==> src/rtl/adder_operand_feeder_pkg.sv <==
// Shared types and constants for the adder operand feeder.
// Optional stall input is enabled by defining FEEDER_STALL_EN.
package feeder_pkg;

    typedef enum logic [1:0] {
        IDLE  = 2'd0,
        ISSUE = 2'd1,
        DRAIN = 2'd2
    } feeder_state_e;

    localparam int unsigned FEEDER_WIDTH = 32;
    localparam int unsigned FEEDER_DEPTH = 4;

    // Index width is clog2(depth), but never narrower than one bit.
    function automatic int unsigned calc_idx_w(input int unsigned depth);
        return (depth <= 2) ? 1 : $clog2(depth);
    endfunction

endpackage

==> src/rtl/adder_operand_feeder_if.sv <==
// Batch input handshake plus adder-side issue/result signals of the feeder.
// Optional stall input (FEEDER_STALL_EN) is a plain port on the top, not part of this bundle.
interface adder_operand_feeder_if
    import feeder_pkg::*;
#(
    parameter int unsigned WIDTH = FEEDER_WIDTH,
    parameter int unsigned DEPTH = FEEDER_DEPTH
) ();
    localparam int unsigned IDX_W = calc_idx_w(DEPTH);

    // Handshake: a batch transfers on a rising clk edge where in_valid && in_ready;
    // in_a/in_b/in_ci must be stable while in_valid is high, and in_ready is only
    // high while the feeder is idle.
    logic                        in_valid;
    logic                        in_ready;
    logic [DEPTH-1:0][WIDTH-1:0] in_a;
    logic [DEPTH-1:0][WIDTH-1:0] in_b;
    logic                        in_ci;

    logic [WIDTH-1:0]            op_a;
    logic [WIDTH-1:0]            op_b;
    logic                        op_ci;
    logic                        op_valid;
    logic [IDX_W-1:0]            op_index;

    logic                        res_valid;
    logic [IDX_W-1:0]            res_index;
    logic                        batch_done;
    logic                        busy;

    modport master (
        output in_valid, in_a, in_b, in_ci,
        input  in_ready, op_a, op_b, op_ci, op_valid, op_index,
        input  res_valid, res_index, batch_done, busy
    );

    modport slave (
        input  in_valid, in_a, in_b, in_ci,
        output in_ready, op_a, op_b, op_ci, op_valid, op_index,
        output res_valid, res_index, batch_done, busy
    );

endinterface

==> src/rtl/adder_operand_feeder_latency_pipe.sv <==
// Delay line for {valid, index} matching the adder latency; advances every cycle.
// Synchronous active-low clear empties every stage.
module feeder_latency_pipe
    import feeder_pkg::*;
#(
    parameter int unsigned ADD_LATENCY = 1,
    parameter int unsigned IDX_W       = 2
) (
    input  logic             clk,
    input  logic             rst_n,
    input  logic             in_valid,
    input  logic [IDX_W-1:0] in_index,
    output logic             out_valid,
    output logic [IDX_W-1:0] out_index
);
    logic [ADD_LATENCY-1:0]            vld_q, vld_d;
    logic [ADD_LATENCY-1:0][IDX_W-1:0] idx_q, idx_d;

    always_comb begin
        vld_d    = vld_q;
        idx_d    = idx_q;
        vld_d[0] = in_valid;
        idx_d[0] = in_index;
        for (int i = 1; i < int'(ADD_LATENCY); i++) begin
            vld_d[i] = vld_q[i-1];
            idx_d[i] = idx_q[i-1];
        end
    end

    always_ff @(posedge clk) begin
        if (!rst_n) begin
            vld_q <= '0;
            idx_q <= '0;
        end else begin
            vld_q <= vld_d;
            idx_q <= idx_d;
        end
    end

    assign out_valid = vld_q[ADD_LATENCY-1];
    assign out_index = idx_q[ADD_LATENCY-1];

endmodule

==> src/rtl/adder_operand_feeder.sv <==
// Issue stage for the sliced adder: latches a batch of operand pairs and issues one per cycle.
// Define FEEDER_STALL_EN to add a stall input that pauses issue without stopping the result pipe.
module adder_operand_feeder
    import feeder_pkg::*;
#(
    parameter int unsigned WIDTH       = FEEDER_WIDTH,
    parameter int unsigned DEPTH       = FEEDER_DEPTH,
    parameter int unsigned ADD_LATENCY = 1
) (
    input  logic                   clk,
    input  logic                   rst_n,
`ifdef FEEDER_STALL_EN
    input  logic                   stall,
`endif
    adder_operand_feeder_if.slave  bus,
    output feeder_state_e          state_dbg
);
    localparam int unsigned      IDX_W    = calc_idx_w(DEPTH);
    localparam logic [IDX_W-1:0] LAST_IDX = IDX_W'(DEPTH - 1);

    feeder_state_e               state_q, state_d;
    logic [IDX_W-1:0]            cnt_q, cnt_d;
    logic [DEPTH-1:0][WIDTH-1:0] a_q, a_d;
    logic [DEPTH-1:0][WIDTH-1:0] b_q, b_d;
    logic                        ci_q, ci_d;

    logic                        stall_act;
    logic                        in_ready;
    logic                        op_valid;
    logic                        op_ci;
    logic [WIDTH-1:0]            op_a;
    logic [WIDTH-1:0]            op_b;
    logic [IDX_W-1:0]            op_index;
    logic                        res_valid;
    logic [IDX_W-1:0]            res_index;
    logic                        batch_done;

`ifdef FEEDER_STALL_EN
    assign stall_act = stall;
`else
    assign stall_act = 1'b0;
`endif

    assign batch_done = res_valid && (res_index == LAST_IDX);

    always_comb begin
        state_d  = state_q;
        cnt_d    = cnt_q;
        a_d      = a_q;
        b_d      = b_q;
        ci_d     = ci_q;
        in_ready = 1'b0;
        op_valid = 1'b0;
        op_ci    = 1'b0;
        op_a     = '0;
        op_b     = '0;
        op_index = '0;
        case (state_q)
            IDLE: begin
                in_ready = 1'b1;
                if (bus.in_valid) begin
                    a_d     = bus.in_a;
                    b_d     = bus.in_b;
                    ci_d    = bus.in_ci;
                    cnt_d   = '0;
                    state_d = ISSUE;
                end
            end
            ISSUE: begin
                // A stalled cycle issues nothing and leaves the counter where it is.
                if (!stall_act) begin
                    op_valid = 1'b1;
                    op_index = cnt_q;
                    op_a     = a_q[cnt_q];
                    op_b     = b_q[cnt_q];
                    op_ci    = ci_q;
                    if (cnt_q == LAST_IDX) begin
                        state_d = DRAIN;
                    end else begin
                        cnt_d = cnt_q + IDX_W'(1);
                    end
                end
            end
            DRAIN: begin
                if (batch_done) begin
                    state_d = IDLE;
                end
            end
            default: begin
                state_d = IDLE;
            end
        endcase
    end

    always_ff @(posedge clk) begin
        if (!rst_n) begin
            state_q <= IDLE;
            cnt_q   <= '0;
            a_q     <= '0;
            b_q     <= '0;
            ci_q    <= 1'b0;
        end else begin
            state_q <= state_d;
            cnt_q   <= cnt_d;
            a_q     <= a_d;
            b_q     <= b_d;
            ci_q    <= ci_d;
        end
    end

    feeder_latency_pipe #(
        .ADD_LATENCY (ADD_LATENCY),
        .IDX_W       (IDX_W)
    ) u_pipe (
        .clk       (clk),
        .rst_n     (rst_n),
        .in_valid  (op_valid),
        .in_index  (op_index),
        .out_valid (res_valid),
        .out_index (res_index)
    );

    assign bus.in_ready   = in_ready;
    assign bus.op_valid   = op_valid;
    assign bus.op_index   = op_index;
    assign bus.op_a       = op_a;
    assign bus.op_b       = op_b;
    assign bus.op_ci      = op_ci;
    assign bus.res_valid  = res_valid;
    assign bus.res_index  = res_index;
    assign bus.batch_done = batch_done;
    assign bus.busy       = (state_q != IDLE);
    assign state_dbg      = state_q;

endmodule

==> src/flat_wrapper.sv <==
// flat-port wrapper written by rule: the top's interface ports become plain ports
module adder_operand_feeder_flat import feeder_pkg::*;
#(
    parameter int unsigned WIDTH       = FEEDER_WIDTH,
    parameter int unsigned DEPTH       = FEEDER_DEPTH,
    parameter int unsigned ADD_LATENCY = 1
)
  (clk, rst_n, state_dbg, bus_in_valid, bus_in_a, bus_in_b, bus_in_ci, bus_in_ready, bus_op_a, bus_op_b, bus_op_ci, bus_op_valid, bus_op_index, bus_res_valid, bus_res_index, bus_batch_done, bus_busy);
  adder_operand_feeder_if #(.WIDTH(WIDTH), .DEPTH(DEPTH)) bus_i ();
  input  logic clk;
  input  logic rst_n;
  output feeder_state_e state_dbg;
  input wire logic [$bits(bus_i.in_valid)-1:0] bus_in_valid;
  input wire logic [$bits(bus_i.in_a)-1:0] bus_in_a;
  input wire logic [$bits(bus_i.in_b)-1:0] bus_in_b;
  input wire logic [$bits(bus_i.in_ci)-1:0] bus_in_ci;
  output wire logic [$bits(bus_i.in_ready)-1:0] bus_in_ready;
  output wire logic [$bits(bus_i.op_a)-1:0] bus_op_a;
  output wire logic [$bits(bus_i.op_b)-1:0] bus_op_b;
  output wire logic [$bits(bus_i.op_ci)-1:0] bus_op_ci;
  output wire logic [$bits(bus_i.op_valid)-1:0] bus_op_valid;
  output wire logic [$bits(bus_i.op_index)-1:0] bus_op_index;
  output wire logic [$bits(bus_i.res_valid)-1:0] bus_res_valid;
  output wire logic [$bits(bus_i.res_index)-1:0] bus_res_index;
  output wire logic [$bits(bus_i.batch_done)-1:0] bus_batch_done;
  output wire logic [$bits(bus_i.busy)-1:0] bus_busy;
  assign bus_i.in_valid = bus_in_valid;
  assign bus_i.in_a = bus_in_a;
  assign bus_i.in_b = bus_in_b;
  assign bus_i.in_ci = bus_in_ci;
  assign bus_in_ready = bus_i.in_ready;
  assign bus_op_a = bus_i.op_a;
  assign bus_op_b = bus_i.op_b;
  assign bus_op_ci = bus_i.op_ci;
  assign bus_op_valid = bus_i.op_valid;
  assign bus_op_index = bus_i.op_index;
  assign bus_res_valid = bus_i.res_valid;
  assign bus_res_index = bus_i.res_index;
  assign bus_batch_done = bus_i.batch_done;
  assign bus_busy = bus_i.busy;
  adder_operand_feeder #(.WIDTH(WIDTH), .DEPTH(DEPTH), .ADD_LATENCY(ADD_LATENCY)) u_core (.clk(clk), .rst_n(rst_n), .bus(bus_i), .state_dbg(state_dbg));
endmodule
==> config.mk <==
export PLATFORM = sky130hd
export DESIGN_NAME = adder_operand_feeder_flat
export DESIGN_NICKNAME = d
export VERILOG_FILES = /design/src/rtl/adder_operand_feeder_pkg.sv /design/src/rtl/adder_operand_feeder_if.sv /design/src/rtl/adder_operand_feeder_latency_pipe.sv /design/src/rtl/adder_operand_feeder.sv /design/src/flat_wrapper.sv
export SDC_FILE = /design/constraint.sdc
export NUM_CORES = 1
export LEC_CHECK = 0
export ABC_AREA = 0
export CORE_MARGIN = 2
export CORE_UTILIZATION = 48
export DETAILED_ROUTE_END_ITERATION = 8
export PLACE_DENSITY = 0.81
export SLEW_MARGIN = 20
export SYNTH_ARGS = -nofsm -noshare
export SYNTH_HDL_FRONTEND = slang
export SYNTH_SLANG_ARGS = --single-unit
==> constraint.sdc <==
create_clock -name clk -period 2.6 [get_ports clk]
set_clock_uncertainty 0.1 [all_clocks]
set_input_delay 0.52 -clock clk [delete_from_list [all_inputs] [get_ports clk]]
set_output_delay 0.52 -clock clk [all_outputs]
set_load 0.01 [all_outputs]
==> impl_metrics.csv <==
group,metric,value,unit
floorplan,core_area,24110,um2
detailed_routing,num_vias,10110,
sta,period_needed,2.677,ns
run,drv_cap,0,
clock_tree,clk_latency,0.54,ns
final_layout,drive_above_1_share,16.98,%
sta,slew_headroom,55.86,%
detailed_routing,wl,33580,um
final_layout,num-fill-cells,1898,
worst_setup_path,rr_startpoint,"u_core.state_dbg[0]",
global_routing,antenna_found_initial,4,
clock_tree,path_clk_slew,0.06,ns
place,port_buffers,335,
synth,synth_cell_type_count,25,
synth,synth_area,11690,um2
place,hpwlAfterDp,22140,um
synth,ys.warnings.count,0,
worst_setup_path,cp-end-kind,"output pin",
sta,drv_slew,0,
synth,syn_inst,1296,
detailed_routing,ant_nets,0,
place,dp_cells,1875,
power_and_ir_drop,cellLeakagePower,6.403,nW
global_routing,grt_pass1_wl,53220,um
status,violations,"setup timing",
floorplan,initial_core_util,48.48,%
power_and_ir_drop,peakVddDrop,418.7,uV
synth,synth.largest_area_cell,"dfxtp_1",
synth,ys_ff_latch,264,
final_layout,nets,1864,
global_routing,overflow,0,
detailed_routing,drtIter0Drc,639,
sta,tightestPinTransition,0.6622,ns
global_routing,grt_pass1_vias,10300,
synth,synth_top_area_share,45.22,%
final_layout,fin_util,68.98,%
sta,max_freq,373.5,MHz
status,status,"finished, violations left",
worst_setup_path,cp.arrival,2.06,ns
sta,post-route-period-util,103.0,%
sta,rsz0062_at_grt,"yes",
worst_setup_path,startpoint,"u_core.cnt_q[0]",
final_layout,seq_area,5293,um2
detailed_routing,vias_per_cell,5.189,
sta,setup_slack,-0.07715,ns
synth,yosys-top-cells-area,"dfxtp_1 (45%), nand2_1 (17%), mux4_2 (12%)",
final_layout,multiInputGateArea,5991,um2
worst_setup_path,start_kind,"flop",
clock_tree,cts_buffers,28,
worst_hold_path,holdCritPathClass,"in -> reg",
floorplan,ioPinCount,336,
clock_tree,root_buffer,"clkbuf_16",
floorplan,die_area,25610,um2
synth,yosysSeqAreaShare,45.22,%
synth,syn_avg_cell_area,9.018,um2
worst_setup_path,path_max_fanout,8,
clock_tree,htreeDepth,1,
worst_setup_path,required,1.98,ns
clock_tree,clock_path_buffers,3,
clock_tree,cts.sinks,264,
worst_hold_path,min_from,"rst_n",
sta,setup-violations-final,40,
global_routing,grt_max_degree,158,
global_routing,grt_util_all_layers,25.67,%
floorplan,chipWidth,160.0,um
detailed_routing,wl_per_cell,17.24,um
floorplan,die_y,160.0,um
worst_setup_path,path_class,"reg -> out",
synth,syn-num-nets,1557,
detailed_routing,drt_first_pass_iters,5,
final_layout,finalNonFillerCells,1948,
final_layout,syn2layout_area_growth,42.27,%
place,place_ws,0.09711,ns
sta,hold-worst-slack,0.3244,ns
power_and_ir_drop,power.density,587.4,nW/um2
detailed_routing,drcViolationCount,0,
clock_tree,cts_tree,"yes",
sta,finalHoldViolCount,0,
floorplan,row_count,57,
place,place.gp.congestion,0.8276,
## power breakdown
part | switching, mW | internal (mW)
combinational | 0.709 | 0.965
clock | 1.60 | 2.05
sequential | 0.136 | 4.30
total | 2.44 | 7.32
## sequential cells by signal, summed over array words and instances (netlist names)
| signal | cells |
|---|---|
| u_core.a_q | 128 |
| u_core.b_q | 128 |
| u_core.ci_q | 1 |
| u_core.cnt_q | 2 |
| u_core.state_dbg | 2 |
| u_core.u_pipe.out_index | 2 |
| u_core.u_pipe.out_valid | 1 |
## layer usage
layer | up-vias | wire (um) | GRT usage (%) | part of all wire, %
met5 | - | 0 | 0 | 0
met2 | 308 | 16380 | 44.27 | 49
li1 | 4919 | - | - | -
met1 | 4783 | 13880 | 31.14 | 41
met3 | 99 | 1620 | 4.000 | 4.8
met4 | 0 | 1692 | 13.19 | 5.0
## cell type report
cell class,instances,share of cell area (%)
Antenna cell,4,0.06020
Clock buffer,36,4.583
Clock inverter,11,0.3763
Inverter,2,0.04515
Multi-Input combinational cell,922,36.03
Sequential cell,264,31.83
Tap cell,324,2.438
Timing Repair Buffer,385,24.64
## worst max-delay path, cell delays in order, from the launching register on
cell and delay, ns:
dfxtp_4 0.40, buf_12 0.13, buf_12 0.12, buf_4 0.11, mux4_2 0.49, and2_4 0.16, buf_6 0.11
## synthesized netlist by cell type
| cell | n |
|---|---|
| o32ai_1 | 1 |
| o21ai_0 | 1 |
| or3b_1 | 1 |
| inv_1 | 2 |
| a21boi_0 | 113 |
| ha_1 | 1 |
| nor3b_2 | 1 |
| and2_1 | 69 |
| buf_1 | 2 |
| buf_2 | 61 |
| nand2b_1 | 1 |
| a21boi_1 | 144 |
| or4b_1 | 1 |
| dfxtp_1 | 264 |
| nand2_1 | 517 |
| a31oi_1 | 1 |
| and3_1 | 3 |
| clkbuf_1 | 41 |
| o21ai_1 | 1 |
| or2_2 | 1 |
| buf_6 | 1 |
| a22oi_1 | 1 |
| nor2b_1 | 1 |
| mux4_2 | 64 |
| buf_12 | 3 |
## timing repair
| item | CTS | global route |
|---|---|---|
| setup endpoints to repair | 67 | 63 |
| cloned | 6 | 0 |
| pin swaps | 24 | 17 |
| hold endpoints to repair | 0 | 0 |
| buffers inserted | 17 | 6 |
| hold buffers | 0 | 0 |
| resized for setup | 328 | 51 |
## logic make-up (layout without fill, tap and decap cells)
group,Yosys count,count (layout),synth area share (%)
multiplexers,64,64,12.33
other,0,4,0
AND/OR/NAND/NOR,595,595,20.89
adder cells (fa/ha/maj),1,1,0.1070
AO/OA/AOI/OAI,262,262,16.79
flip-flops,264,264,45.22
buffers and inverters,110,434,4.668
## path summary, 6_finish.rpt
check | slack (ns) | cells after the start | endpoint
worst min register to register | 0.35 | 2 | u_core.b_q[67]
worst max-delay path | -0.08 | 6 | bus_op_b[27]
worst max register to register | 0.82 | 5 | u_core.a_q[92]
worst min-delay path | 0.32 | 2 | u_core.b_q[91]
## stage by stage
step	power [mW]	cell area, um2	setup TNS [ns]
3_3_place_gp	6.023	15370	0
3_5_place_dp	6.065	15370	0
5_1_grt	10.16	16630	-5.059
4_1_cts	9.839	16550	-7.251
2_1_floorplan	5.320	11690	0
6_report	9.766	16630	-1.177
## layout by cell type, fill, tap and decap left out, types with 2 or more instances in the layout
cell and instances:
dlygate4sd2_1 3, clkdlybuf4s50_1 267, buf_4 18, buf_2 14
nand2_1 517, mux4_2 64, dfxtp_4 2, clkbuf_1 6
buf_16 2, clkbuf_16 29, and2_4 50, buf_12 23
dfxtp_1 262, diode_2 4, buf_6 54, a21boi_0 113
a21boi_1 144, clkinv_2 9, and2_1 19, and3_1 3
Power figures use the tool's default switching activity.
